**config.mk**
```make
export PLATFORM = sky130hd
export DESIGN_NAME = c3_src_loader_flat
export DESIGN_NICKNAME = d
export VERILOG_FILES = /design/src/rtl/c3_pkg.sv /design/src/rtl/c3_src_loader_if.sv /design/src/rtl/c3_addr_gen.sv /design/src/rtl/c3_src_loader.sv /design/src/flat_wrapper.sv
export SDC_FILE = /design/constraint.sdc
export NUM_CORES = 1
export LEC_CHECK = 0
export CAP_MARGIN = 20
export CORE_AREA = 10 10 75 125
export CTS_CLUSTER_SIZE = 30
export DETAILED_ROUTE_END_ITERATION = 7
export DIE_AREA = 0 0 85 135
export PLACE_DENSITY = 0.62
export SYNTH_ARGS = -nofsm -noshare
export SYNTH_HDL_FRONTEND = slang
export SYNTH_SLANG_ARGS = --single-unit
```
**constraint.sdc**
```tcl
create_clock -name clk -period 1.9 [get_ports clk]
set_input_delay 0.38 -clock clk [delete_from_list [all_inputs] [get_ports clk]]
set_output_delay 0.38 -clock clk [all_outputs]
set_load 0.1 [all_outputs]
```
**src/rtl/c3_pkg.sv**
```systemverilog
// Shared definitions for the C3 source-buffer loader: buffer geometry,
// write-address field layout and the loader FSM state type.
package c3_pkg;

    localparam int C3_NUM_BUF       = 6;
    localparam int C3_WORDS_PER_BUF = 196;
    localparam int C3_DATA_W        = 16;
    localparam int C3_CNT_W         = 8;
    localparam int C3_WR_ADDR_W     = 32;
    localparam int C3_BUF_IDX_LSB   = 8;
    localparam int C3_WORD_ADDR_LSB = 0;

    typedef enum logic [1:0] {
        LD_IDLE,
        LD_LOAD,
        LD_DONE
    } c3_ld_state_t;

    // Packs buffer index and word address into the shared write-port address.
    function automatic logic [C3_WR_ADDR_W-1:0] c3_wr_addr(
        input logic [C3_CNT_W-1:0] buf_idx,
        input logic [C3_CNT_W-1:0] word_addr
    );
        return (C3_WR_ADDR_W'(buf_idx)   << C3_BUF_IDX_LSB) |
               (C3_WR_ADDR_W'(word_addr) << C3_WORD_ADDR_LSB);
    endfunction

endpackage

```
**src/rtl/c3_src_loader_if.sv**
```systemverilog
// Stream input and buffer write port of the C3 source loader.
// slave = loader side, master = stream producer / buffer array side.
interface c3_src_loader_if
    import c3_pkg::*;
();

    logic                    in_valid;
    logic                    in_ready;
    logic [C3_DATA_W-1:0]    in_data;
    logic [C3_DATA_W-1:0]    wr_data;
    logic [C3_WR_ADDR_W-1:0] wr_addr;
    logic                    we;

    modport slave (
        input  in_valid, in_data,
        output in_ready, wr_data, wr_addr, we
    );

    modport master (
        output in_valid, in_data,
        input  in_ready, wr_data, wr_addr, we
    );

endinterface

```
**src/rtl/c3_addr_gen.sv**
```systemverilog
// Nested word/buffer counter for the C3 source loader. `last` flags the
// final word of the final buffer; buf_cnt saturates at NUM_BUF-1.
module c3_addr_gen
    import c3_pkg::*;
#(
    parameter int NUM_BUF       = C3_NUM_BUF,
    parameter int WORDS_PER_BUF = C3_WORDS_PER_BUF
) (
    input  logic                clk,
    input  logic                rst_n,
    input  logic                clr,
    input  logic                inc,
    output logic [C3_CNT_W-1:0] word_cnt,
    output logic [C3_CNT_W-1:0] buf_cnt,
    output logic                last
);

    localparam logic [C3_CNT_W-1:0] WORD_LAST = C3_CNT_W'(WORDS_PER_BUF - 1);
    localparam logic [C3_CNT_W-1:0] BUF_LAST  = C3_CNT_W'(NUM_BUF - 1);

    logic word_wrap;

    assign word_wrap = (word_cnt == WORD_LAST);
    assign last      = word_wrap && (buf_cnt == BUF_LAST);

    // NOTE: sequential state is written with <= so every flop samples the
    // pre-edge values; blocking here would create order-dependent logic.
    always_ff @(posedge clk or negedge rst_n) begin
        if (!rst_n) begin
            word_cnt <= '0;
            buf_cnt  <= '0;
        end else if (clr) begin
            word_cnt <= '0;
            buf_cnt  <= '0;
        end else if (inc) begin
            if (word_wrap) begin
                word_cnt <= '0;
                if (buf_cnt != BUF_LAST) buf_cnt <= buf_cnt + 1'b1;
            end else begin
                word_cnt <= word_cnt + 1'b1;
            end
        end
    end

endmodule

```
**src/rtl/c3_src_loader.sv**
```systemverilog
// Loads the S2 output stream into the six C3 source buffers, map-major.
// Optional checksum enabled by defining C3_SRC_LOADER_CKSUM_EN.
module c3_src_loader
    import c3_pkg::*;
#(
    parameter int NUM_BUF       = C3_NUM_BUF,
    parameter int WORDS_PER_BUF = C3_WORDS_PER_BUF
) (
    input  logic                 clk,
    input  logic                 rst_n,
    input  logic                 start,
    c3_src_loader_if.slave       bus,
    output logic                 busy,
    output logic                 done,
    output logic [C3_DATA_W-1:0] cksum
);

    c3_ld_state_t state, state_nxt;

    logic [C3_CNT_W-1:0]     word_cnt;
    logic [C3_CNT_W-1:0]     buf_cnt;
    logic                    last;
    logic                    accept;
    logic                    clr;
    logic                    we_q;
    logic [C3_WR_ADDR_W-1:0] wr_addr_q;
    logic [C3_DATA_W-1:0]    wr_data_q;

    assign accept = bus.in_valid && (state == LD_LOAD);
    assign clr    = (state == LD_IDLE) && start;

    c3_addr_gen #(
        .NUM_BUF       (NUM_BUF),
        .WORDS_PER_BUF (WORDS_PER_BUF)
    ) u_addr_gen (
        .clk      (clk),
        .rst_n    (rst_n),
        .clr      (clr),
        .inc      (accept),
        .word_cnt (word_cnt),
        .buf_cnt  (buf_cnt),
        .last     (last)
    );

    always_ff @(posedge clk or negedge rst_n) begin
        if (!rst_n) state <= LD_IDLE;
        else        state <= state_nxt;
    end

    // NOTE: state_nxt gets its default before the case so every path assigns
    // it and no latch is inferred.
    always_comb begin
        state_nxt = state;
        unique case (state)
            LD_IDLE: if (start)          state_nxt = LD_LOAD;
            LD_LOAD: if (accept && last) state_nxt = LD_DONE;
            LD_DONE:                     state_nxt = LD_IDLE;
            default:                     state_nxt = LD_IDLE;
        endcase
    end

    // NOTE: the write-port data/address registers are reset as well, so the
    // buffer array never sees X on wr_addr/wr_data out of reset.
    always_ff @(posedge clk or negedge rst_n) begin
        if (!rst_n) begin
            we_q      <= 1'b0;
            wr_addr_q <= '0;
            wr_data_q <= '0;
        end else begin
            we_q <= accept;
            if (accept) begin
                wr_addr_q <= c3_wr_addr(buf_cnt, word_cnt);
                wr_data_q <= bus.in_data;
            end
        end
    end

    assign bus.we       = we_q;
    assign bus.wr_addr  = wr_addr_q;
    assign bus.wr_data  = wr_data_q;
    assign bus.in_ready = (state == LD_LOAD);
    assign busy         = (state == LD_LOAD);
    assign done         = (state == LD_DONE);

`ifdef C3_SRC_LOADER_CKSUM_EN
    logic [C3_DATA_W-1:0] cksum_q;

    always_ff @(posedge clk or negedge rst_n) begin
        if (!rst_n)      cksum_q <= '0;
        else if (clr)    cksum_q <= '0;
        else if (accept) cksum_q <= cksum_q + bus.in_data;
    end

    assign cksum = cksum_q;
`else
    assign cksum = '0;
`endif

endmodule

```
**src/flat_wrapper.sv**
```systemverilog
// flat-port wrapper written by rule: the top's interface ports become plain ports
module c3_src_loader_flat import c3_pkg::*;
#(
    parameter int NUM_BUF       = C3_NUM_BUF,
    parameter int WORDS_PER_BUF = C3_WORDS_PER_BUF
)
  (clk, rst_n, start, busy, done, cksum, bus_in_valid, bus_in_data, bus_in_ready, bus_wr_data, bus_wr_addr, bus_we);
  c3_src_loader_if bus_i ();
  input  logic clk;
  input  logic rst_n;
  input  logic start;
  output logic busy;
  output logic done;
  output logic [C3_DATA_W-1:0] cksum;
  input wire logic [$bits(bus_i.in_valid)-1:0] bus_in_valid;
  input wire logic [$bits(bus_i.in_data)-1:0] bus_in_data;
  output wire logic [$bits(bus_i.in_ready)-1:0] bus_in_ready;
  output wire logic [$bits(bus_i.wr_data)-1:0] bus_wr_data;
  output wire logic [$bits(bus_i.wr_addr)-1:0] bus_wr_addr;
  output wire logic [$bits(bus_i.we)-1:0] bus_we;
  assign bus_i.in_valid = bus_in_valid;
  assign bus_i.in_data = bus_in_data;
  assign bus_in_ready = bus_i.in_ready;
  assign bus_wr_data = bus_i.wr_data;
  assign bus_wr_addr = bus_i.wr_addr;
  assign bus_we = bus_i.we;
  c3_src_loader #(.NUM_BUF(NUM_BUF), .WORDS_PER_BUF(WORDS_PER_BUF)) u_core (.clk(clk), .rst_n(rst_n), .start(start), .bus(bus_i), .busy(busy), .done(done), .cksum(cksum));
endmodule
```
## Word-level counts from Yosys, hierarchy flattened

Index checks and enable logic that the tools add are counted.

| storage, ports and cells | value |
|---|---|
| flip-flop bits (word level) | 67 |
| input port bits | 20 |
| output and inout port bits | 68 |
| logic and storage cells | 36 |

| operators by class | value |
|---|---|
| add/sub/neg operators | 2 |
| eq/ne operators | 7 |
| multiplexer cells | 10 |
| bitwise operators | 1 |
| reductions and logical operators | 10 |

Operator list:

| kind | number |
|---|---|
| $mux W8 | 7 |
| $add A8 B1 Y8 const B | 2 |
| $or A16 B8 Y16 | 1 |
| $eq A8 B3 Y1 const B | 1 |
| $eq A8 B8 Y1 const B | 1 |
| $ne A8 B3 Y1 const B | 1 |
| $reduce_bool A2 Y1 | 3 |
| $logic_and A1 B1 Y1 | 4 |
| $mux W2 | 2 |
| $pmux W2 S2 | 1 |
| $reduce_and A3 Y1 | 1 |
| $eq A2 B1 Y1 const B | 1 |
| $eq A2 B2 Y1 const B | 1 |
| $logic_not A2 Y1 | 1 |
| $ne A2 B1 Y1 const B | 1 |
| $ne A2 B2 Y1 const B | 1 |
| $reduce_and A2 Y1 | 1 |

## Longest topological paths before layout

Gate-level depths: netlist (run 1).

| logic depth | value |
|---|---|
| word-level depth | 5 |
| gate-level depth with buffers | 7 |
| gate-level depth less buffers | 5 |

## Cells and area by module

A second synthesis (run 1) with hierarchy kept.

| unflattened totals | value |
|---|---|
| cell total of the unflattened synthesis | 209 |
| area, all modules | 2,617.5 µm² |

Modules (own cells, without submodules):

| module | instances | cells an instance | area an instance (µm²) | seq. area each (µm²) |
|---|---|---|---|---|
| c3_src_loader | 1 | 112 | 1,692.9 | 875.8 |
| c3_addr_gen | 1 | 97 | 924.6 | 400.4 |

## Least setup slack after synthesis (run 1)

Ideal clock, no wire load.

| path | value |
|---|---|
| path type | flip-flop to output port |
| from | reg u_core.state[1] |
| to | out busy |
| arrival | 2,442 ps |
| slack | -922 ps |
| cell stages (with the launch flop) | 4 |
| path buffers | 2 |
| path through | dfrtp_1 clkbuf_1 nor2b_1 buf_4 |

| between the ends | value |
|---|---|
| cells in the longest elaborated chain, start to end | 1 |

Ends and longest elaborated chain:

| element | RTL line | text |
|---|---|---|
| from (decl) | c3_src_loader.sv:18 | `c3_ld_state_t state, state_nxt;` |
| from (signal assigned) | c3_src_loader.sv:47 | `else state <= state_nxt;` |
| $eq A2 B1 Y1 | n/a |  |
| to (decl) | flat_wrapper.sv:12 | `output logic busy;` |

No other way between the ends.

## Worst setup path after layout (run 1)

| path | value |
|---|---|
| from | reg u_core.state[0] |
| to | out busy |

| between the ends | value |
|---|---|
| cells in the longest elaborated chain, start to end | 1 |

Ends and longest elaborated chain:

| element | RTL line | text |
|---|---|---|
| $eq A2 B1 Y1 | c3_src_loader.sv:82 | `assign busy = (state == LD_LOAD);` |

No other way between the ends.

==> results of run 1 <==
==> area by class of cell <==
cell class | instances | area, µm² | share of cell area
Multi-Input combinational cell | 210 | 1040 | 0.312
Sequential cell | 51 | 1280 | 0.382
Clock buffer | 5 | 125 | 0.0375
Inverter | 4 | 15.0 | 0.00450
Clock inverter | 3 | 15.0 | 0.00450
Tap cell | 86 | 108 | 0.0322
Timing Repair Buffer | 67 | 758 | 0.227
==> Yosys cell counts (all sizes together) (2+ instances only) <==
library cell	instances	share of area
mux2i	2	0.0080
nor2	11	0.017
nor4b	2	0.0095
nand2	104	0.16
a211oi	2	0.0060
nor3b	2	0.0080
dfrtp	51	0.51
nor2b	2	0.0050
or3b	2	0.0070
ha	3	0.015
nor4	2	0.0075
nand3b	2	0.011
nand4	2	0.0050
nand4b	3	0.011
inv	4	0.0060
o21ai	4	0.0080
xnor2	5	0.018
clkbuf	10	0.015
a21oi	6	0.012
or3	3	0.0075
nor3	4	0.0080
o31ai	3	0.0090
buf	34	0.10
nand3	5	0.010
==> logic make-up (layout without fill, tap and decap cells) <==
family,Yosys count,count (layout),synth area share
multiplexers,2,2,0.00801
AO/OA/AOI/OAI,20,20,0.0506
AND/OR/NAND/NOR,148,148,0.275
flip-flops,51,51,0.511
other,1,32,0.00150
XOR/XNOR,5,5,0.0175
adder cells (fa/ha/maj),3,3,0.0150
buffers and inverters,48,79,0.122
==> worst paths after layout <==
check | from | endpoint | slack (ns)
worst min register to register | u_core.bus.wr_data[4] | u_core.bus.wr_data[4] | 0.47
min in group clk | u_core.bus.wr_data[4] | u_core.bus.wr_data[4] | 0.47
worst max register to register | u_core.u_addr_gen.word_cnt[1] | u_core.u_addr_gen.buf_cnt[0] | 0.15
max in group asynchronous | rst_n | u_core.u_addr_gen.word_cnt[0] | 1.60
worst max-delay path | u_core.state[0] | busy | 0.14
worst min-delay path | rst_n | u_core.u_addr_gen.buf_cnt[3] | 0.06
==> registers in the layout, summed over array words and instances (netlist names) <==
| register | flops |
|---|---|
| u_core.bus.we | 1 |
| u_core.bus.wr_addr | 16 |
| u_core.u_addr_gen.buf_cnt | 8 |
| u_core.state | 2 |
| u_core.bus.wr_data | 16 |
| u_core.u_addr_gen.word_cnt | 8 |
==> report_power, final <==
part / leakage (µW) / total, µW / internal (µW) / switching [µW]
combinational: 0.000932 / 1720 / 427 / 1290
sequential: 0.000658 / 1360 / 1230 / 128
clock: 0.0000733 / 866 / 481 / 385
total: 0.00166 / 3940 / 2140 / 1810
==> metal layers <==
metal	part of all wire	vias to the layer above	global-route usage
met4	0.036	0	0.0708
met3	0.089	13	0.0422
li1	-	964	-
met5	0	-	0
met2	0.50	86	0.173
met1	0.38	919	0.102
==> worst max-delay path: stages (launching register included) <==
cell                      delay (ns)
sky130_fd_sc_hd__dfrtp_1        0.51
sky130_fd_sc_hd__nor2b_2        0.35
sky130_fd_sc_hd__buf_12         0.22
==> stage by stage <==
step | total power (µW) | setup slack [ns] | utilization | cell area [µm²]
after floorplan | 2650 | -0.319 | - | 2620
after global routing | 4120 | 0.00599 | 0.461 | 3340
after CTS | 3990 | 0.135 | 0.461 | 3340
after detailed placement | 3110 | -0.0622 | 0.442 | 3200
final | 3940 | 0.144 | 0.461 | 3340
after global placement | 3100 | -0.0245 | 0.442 | 3200
==> impl_table.tex, run 1 <==
\begin{tabular}{lr}
\hline
Metric & Value \\
\hline
\multicolumn{2}{l}{\textbf{Global route}} \\
\quad Overflow left after global routing & 0 \\
\quad Global-route total usage across every layer & 0.104 \\
\quad Via count of the first global-routing pass & between 2,000 and 2,500 \\
\quad Initial antenna violation count & 0 \\
\quad Global-route wire length before repair & about 9700 µm \\
\quad Pin count of the biggest net entering global routing & 52 \\
\multicolumn{2}{l}{\textbf{Floorplan}} \\
\quad Die footprint & 11,500 µm² \\
\quad Effective utilization at floorplan & 0.346 \\
\quad Die H & $\sim$140 µm \\
\quad Die extent in x & between 80 and 90 µm \\
\quad Number of top-level pins & between 80 and 90 \\
\quad Number of standard-cell rows in the floorplan & 41 \\
\quad Core area & slightly above 7000 µm² \\
\multicolumn{2}{l}{\textbf{STA}} \\
\quad Final number of hold-violating endpoints & 0 \\
\quad Time the worst path needs with I/O delays and setup & 1.76 ns \\
\quad Worst hold slack across all endpoints & 0.0610 ns \\
\quad Number of max-slew violations in the final report & 0 \\
\quad Final setup skew & around 0.0045 ns \\
\quad Least-Margin Pin Slew & between 0.5 and 0.6 ns \\
\quad RSZ-0062 raised after global routing & false \\
\quad Crit share post-route & 0.924 \\
\quad Final Setup Violations & 0 \\
\quad Max frequency & about 570 MHz \\
\quad Max\_slew headroom & 0.625 \\
\quad Final-layout setup total negative slack & 0 ns \\
\multicolumn{2}{l}{\textbf{Synthesis}} \\
\quad Post-Syn Area & 2500 µm² \\
\quad Mean Syn Cell Area & 8.99 µm² \\
\quad Primary FF master, synth & sky130\_fd\_sc\_hd\_\_dfrtp\_1 \\
\quad Post-Synthesis Cells & approximately 280 \\
\quad Number of synthesized register bits & 51 \\
\quad Post-synth EDFFs & 0 \\
\quad Fraction of registers with async set or reset after synthesis & 1.00 \\
\quad Register area share after synthesis & 0.511 \\
\quad Yosys cell types & slightly above 40 \\
\quad Synthesis Warnings & 0 \\
\multicolumn{2}{l}{\textbf{Drt}} \\
\quad Per-cell routed wire length & 13.8 µm \\
\quad Total vias in the final route & 1,982 \\
\quad DRC violation total after the first TritonRoute iteration & 66 \\
\quad Post-detailed-route count of antenna-violating nets & 0 \\
\quad First-pass iteration count of the detailed router & 4 \\
\quad Final wirelength & 5870 µm \\
\quad DRC violations left & 0 \\
\quad DR vias/cell & about 4.7 \\
\multicolumn{2}{l}{\textbf{Worst setup path}} \\
\quad Worst Path Arrival & 1.38 ns \\
\quad Worst Path Class, Setup & reg -> out \\
\quad Maximum fanout encountered on the critical timing path & 7 \\
\quad Launching element type of the critical path & flop \\
\quad Worst Reg-to-Reg Cells & 6 \\
\quad Endpoint class of the critical path & output pin \\
\quad Worst path required time & 1.52 ns \\
\multicolumn{2}{l}{\textbf{Power}} \\
\quad Worst IR Drop VDD & 0.470 mV \\
\quad Cell leakage power & $\sim$0.0017 µW \\
\quad PD cells & 1180 nW/µm² \\
\multicolumn{2}{l}{\textbf{Clock network}} \\
\quad CTS H-Tree Depth & 2 \\
\quad Number of CTS-inserted buffers & 5 \\
\quad Hold-fix buffer count after cts & 0 \\
\quad Clock insertion delay at the later pin of the skew report & 0.29 ns \\
\quad Total of cells resized after clock tree synthesis & 0 \\
\quad TritonCTS clock tree & yes \\
\quad Clock sink count & 51 \\
\quad Clock edge transition at the registers on the reported setup and hold paths & 0.07 ns \\
\quad Clock Tree Buf Depth & 2 \\
\quad Setup fix buffers added after clock tree synthesis & 0 \\
\quad Root Buffer Master & sky130\_fd\_sc\_hd\_\_clkbuf\_16 \\
\multicolumn{2}{l}{\textbf{Place}} \\
\quad Port Buffer Count & between 50 and 60 \\
\quad Instance count after placement with tap cells included & 418 \\
\quad HPWL reported at the end of detailed placement & around 4500 µm \\
\quad Gp weighted congestion & around 0.74 \\
\multicolumn{2}{l}{\textbf{Finish}} \\
\quad \# fillers & a little over 700 \\
\quad Count of antenna diodes in the layout & 0 \\
\quad Highest-count cells in the layout ignoring fill and taps & sky130\_fd\_sc\_hd\_\_nand2\_1, sky130\_fd\_sc\_hd\_\_dfrtp\_1, sky130\_fd\_sc\_hd\_\_conb\_1 \\
\quad Number of standard cells in the final layout excluding fillers & 426 \\
\quad Synthesis-to-finish area growth & 33.5\% \\
\quad Fin nets & 362 \\
\quad Fraction of final layout cells sized beyond drive strength 1 & 0.188 \\
\quad Most common cell after layout, fill and taps aside & sky130\_fd\_sc\_hd\_\_nand2\_1 \\
\multicolumn{2}{l}{\textbf{Min path}} \\
\quad Classification of the worst-slack hold path & in -> async \\
\multicolumn{2}{l}{\textbf{Run status}} \\
\quad Outcome & finished, final reports clean \\
\multicolumn{2}{l}{\textbf{Flow run}} \\
\quad Number of violations of the max-capacitance limit & 0 \\
\hline
\end{tabular}
No activity file was read; power rests on OpenSTA's default activity.
==> run 2: changes to the inputs <==
Settings changed: GPL_TIMING_DRIVEN from default to 0.
==> run 2 against run 1 <==
Effect of this change: hold slack gained 0.048 ns; via count grew 5.1%; power shrank 2.7%; clock power shrank 0.5%; critical path type unchanged; largest cell class unchanged.
==> impl_table.tex, run 2 (synthesis results as in run 1) <==
\begin{tabular}{lr}
\hline
Metric & Value \\
\hline
\multicolumn{2}{l}{\textbf{Worst setup path}} \\
\quad CP Buf/Inv Count & 1 (unchanged) \\
\quad Launching element type of the critical path & flop \\
\quad Number of cells on the critical path & 1 (-1) \\
\quad Worst path required time & 1.52 ns (about the same) \\
\quad Cell family with most CP delay & buffers and inverters \\
\quad Slowest stage cell on the critical path & sky130\_fd\_sc\_hd\_\_clkdlybuf4s15\_1 \\
\quad Worst Path Class, Setup & reg -> out \\
\quad Cells along the critical path & clkdlybuf4s15\_1 \\
\quad Slowest cell delay on critical path & 0.85 ns (+0.34 ns) \\
\quad Endpoint class of the critical path & output pin \\
\quad Worst Path Arrival & 1.48 ns (+0.10 ns) \\
\quad Maximum fanout encountered on the critical timing path & 2 (-5) \\
\quad Worst Reg-to-Reg Cells & 6 (unchanged) \\
\multicolumn{2}{l}{\textbf{Power}} \\
\quad Total Power & 3840 µW (-2.7\%) \\
\quad PD cells & 1110 nW/µm² (-5.9\%) \\
\quad Cell leakage power & 0.00174 µW (+4.9\%) \\
\quad Worst IR Drop VDD & 0.395 mV (-16\%) \\
\multicolumn{2}{l}{\textbf{STA}} \\
\quad Final Setup Violations & 0 (unchanged) \\
\quad Least-Margin Pin Slew & 1.07 ns (+0.523 ns) \\
\quad Max frequency & 537 MHz (-5.8\%) \\
\quad Final-layout setup total negative slack & 0 ns (unchanged) \\
\quad Final setup skew & 0.00416 ns (-0.000384 ns) \\
\quad Max\_slew headroom & 0.285 (-0.340) \\
\quad Number of max-slew violations in the final report & 0 (unchanged) \\
\quad Final number of hold-violating endpoints & 0 (unchanged) \\
\quad Time the worst path needs with I/O delays and setup & 1.86 ns (+0.108 ns) \\
\quad Final critical-path setup slack & 0.0367 ns (-0.108 ns) \\
\quad Crit share post-route & 0.981 (+0.0566) \\
\multicolumn{2}{l}{\textbf{Finish}} \\
\quad Count of antenna diodes in the layout & 0 (unchanged) \\
\quad Most common cell after layout, fill and taps aside & sky130\_fd\_sc\_hd\_\_nand2\_1 \\
\quad Number of standard cells in the final layout excluding fillers & 461 (+8.2\%) \\
\quad Synthesis-to-finish area growth & 38.0\% \\
\quad Finished Core Util & 0.477 (+0.0157) \\
\quad Fin nets & 397 (+9.7\%) \\
\quad Fraction of final layout cells sized beyond drive strength 1 & 0.171 (-0.0176) \\
\quad Highest-count cells in the layout ignoring fill and taps & sky130\_fd\_sc\_hd\_\_nand2\_1, sky130\_fd\_sc\_hd\_\_dfrtp\_1, sky130\_fd\_sc\_hd\_\_buf\_4 \\
\multicolumn{2}{l}{\textbf{Place}} \\
\quad HPWL reported at the end of detailed placement & 4880 µm (+9.0\%) \\
\quad Instance count after placement with tap cells included & 451 (+7.9\%) \\
\quad Post-Place Worst Slack & -0.527 ns (-0.464 ns) \\
\quad Gp weighted congestion & 0.770 (+4.2\%) \\
\quad Port Buffer Count & 55 (unchanged) \\
\multicolumn{2}{l}{\textbf{Global route}} \\
\quad Global-route wire length before repair & 10,500 µm (+7.5\%) \\
\quad Overflow left after global routing & 0 (unchanged) \\
\quad Initial antenna violation count & 0 (unchanged) \\
\quad Via count of the first global-routing pass & 2,154 (+4.2\%) \\
\quad Global-route total usage across every layer & 0.111 (+0.00661) \\
\quad Pin count of the biggest net entering global routing & 27 (-48\%) \\
\multicolumn{2}{l}{\textbf{Clock network}} \\
\quad Clock Tree Buf Depth & 2 (unchanged) \\
\quad TritonCTS clock tree & yes \\
\quad Clock edge transition at the registers on the reported setup and hold paths & 0.06 ns (about the same) \\
\quad Root Buffer Master & sky130\_fd\_sc\_hd\_\_clkbuf\_16 \\
\quad Hold-fix buffer count after cts & 0 (unchanged) \\
\quad Clock insertion delay at the later pin of the skew report & 0.29 ns (about the same) \\
\quad CTS H-Tree Depth & 2 (unchanged) \\
\quad Number of CTS-inserted buffers & 5 (unchanged) \\
\quad Clock sink count & 51 (unchanged) \\
\multicolumn{2}{l}{\textbf{Floorplan}} \\
\quad Effective utilization at floorplan & 0.346 (unchanged) \\
\quad Number of top-level pins & 88 (unchanged) \\
\quad Die extent in x & 85 µm (unchanged) \\
\quad Die footprint & 11,500 µm² (unchanged) \\
\quad Die H & 135 µm (unchanged) \\
\quad Core area & 7230 µm² (unchanged) \\
\quad Number of standard-cell rows in the floorplan & 41 (unchanged) \\
\multicolumn{2}{l}{\textbf{Flow run}} \\
\quad Number of violations of the max-capacitance limit & 0 (unchanged) \\
\multicolumn{2}{l}{\textbf{Drt}} \\
\quad Total vias in the final route & 2,083 (+5.1\%) \\
\quad Per-cell routed wire length & 13.9 µm (+0.84\%) \\
\quad Final wirelength & 6410 µm (+9.1\%) \\
\quad First-pass iteration count of the detailed router & 4 (unchanged) \\
\quad DRC violations left & 0 (unchanged) \\
\quad Post-detailed-route count of antenna-violating nets & 0 (unchanged) \\
\quad DRC violation total after the first TritonRoute iteration & 95 (+44\%) \\
\quad DR vias/cell & 4.52 (-2.9\%) \\
\multicolumn{2}{l}{\textbf{Run status}} \\
\quad Outcome & finished, final reports clean \\
\multicolumn{2}{l}{\textbf{Min path}} \\
\quad Classification of the worst-slack hold path & in -> async \\
\hline
\end{tabular}
==> run 2: cell types whose count changed in the layout (fill, tap and decap cells not counted), moves of 2 or more <==
| cell | before | now |
|---|---|---|
| sky130_fd_sc_hd__buf_12 | 17 | 1 |
| sky130_fd_sc_hd__clkbuf_2 | 0 | 5 |
| sky130_fd_sc_hd__buf_4 | 31 | 37 |
| sky130_fd_sc_hd__clkbuf_1 | 0 | 10 |
| sky130_fd_sc_hd__clkinv_2 | 3 | 1 |
| sky130_fd_sc_hd__clkdlybuf4s15_1 | 0 | 27 |
| sky130_fd_sc_hd__dlygate4sd2_1 | 0 | 2 |
==> run 2: worst paths after layout <==
check | slack, ns | startpoint | end
max | 0.04 | u_core.bus.wr_addr[9] | bus_wr_addr[9]
min | 0.11 | rst_n | u_core.bus.wr_addr[11]
max reg2reg | 0.10 | u_core.u_addr_gen.word_cnt[0] | u_core.u_addr_gen.buf_cnt[3]
min reg2reg | 0.47 | u_core.bus.wr_addr[4] | u_core.bus.wr_addr[4]
max in group asynchronous | 1.23 | rst_n | u_core.bus.wr_data[8]
min in group clk | 0.47 | u_core.bus.wr_addr[4] | u_core.bus.wr_addr[4]
==> run 2: routing by layer <==
metal | global-route usage | part of all wire | up-vias
li1 | - | - | 1024
met3 | 0.0386 | 0.083 | 8
met4 | 0.0506 | 0.018 | 0
met1 | 0.114 | 0.39 | 975
met2 | 0.193 | 0.51 | 76
met5 | 0 | 0 | -
==> run 2: what timing repair did <==
item / 4_1_cts / 5_1_grt
buffers inserted: 1 / 1
resized for setup: 59 / 37
setup endpoints to repair: 42 / 36
pin swaps: 1 / 0
hold endpoints to repair: 0 / 0
==> run 2: stage by stage <==
step / hold WS, ns / cell area, µm²
2_1_floorplan: 0.0844 / 2620
3_3_place_gp: 0.457 / 3280
3_5_place_dp: 0.447 / 3290
4_1_cts: 0.136 / 3410
5_1_grt: 0.154 / 3450
6_report: 0.109 / 3450
==> run 2: report_power, final <==
group / switching (µW) / internal [µW]
clock network: 375 / 487
registers: 124 / 1230
logic: 1300 / 322
total: 1800 / 2040
==> run 2: area by class of cell <==
| class | instances | area, µm² |
|---|---|---|
| multi-input combinational | 210 | 1060 |
| buffer | 44 | 295 |
| fill | 732 | 3780 |
| tap | 86 | 108 |
| sequential | 51 | 1280 |
| clock buffer | 7 | 133 |
| clock inverter | 1 | 5.00 |
| timing repair buffer | 58 | 554 |
| inverter | 4 | 20.0 |
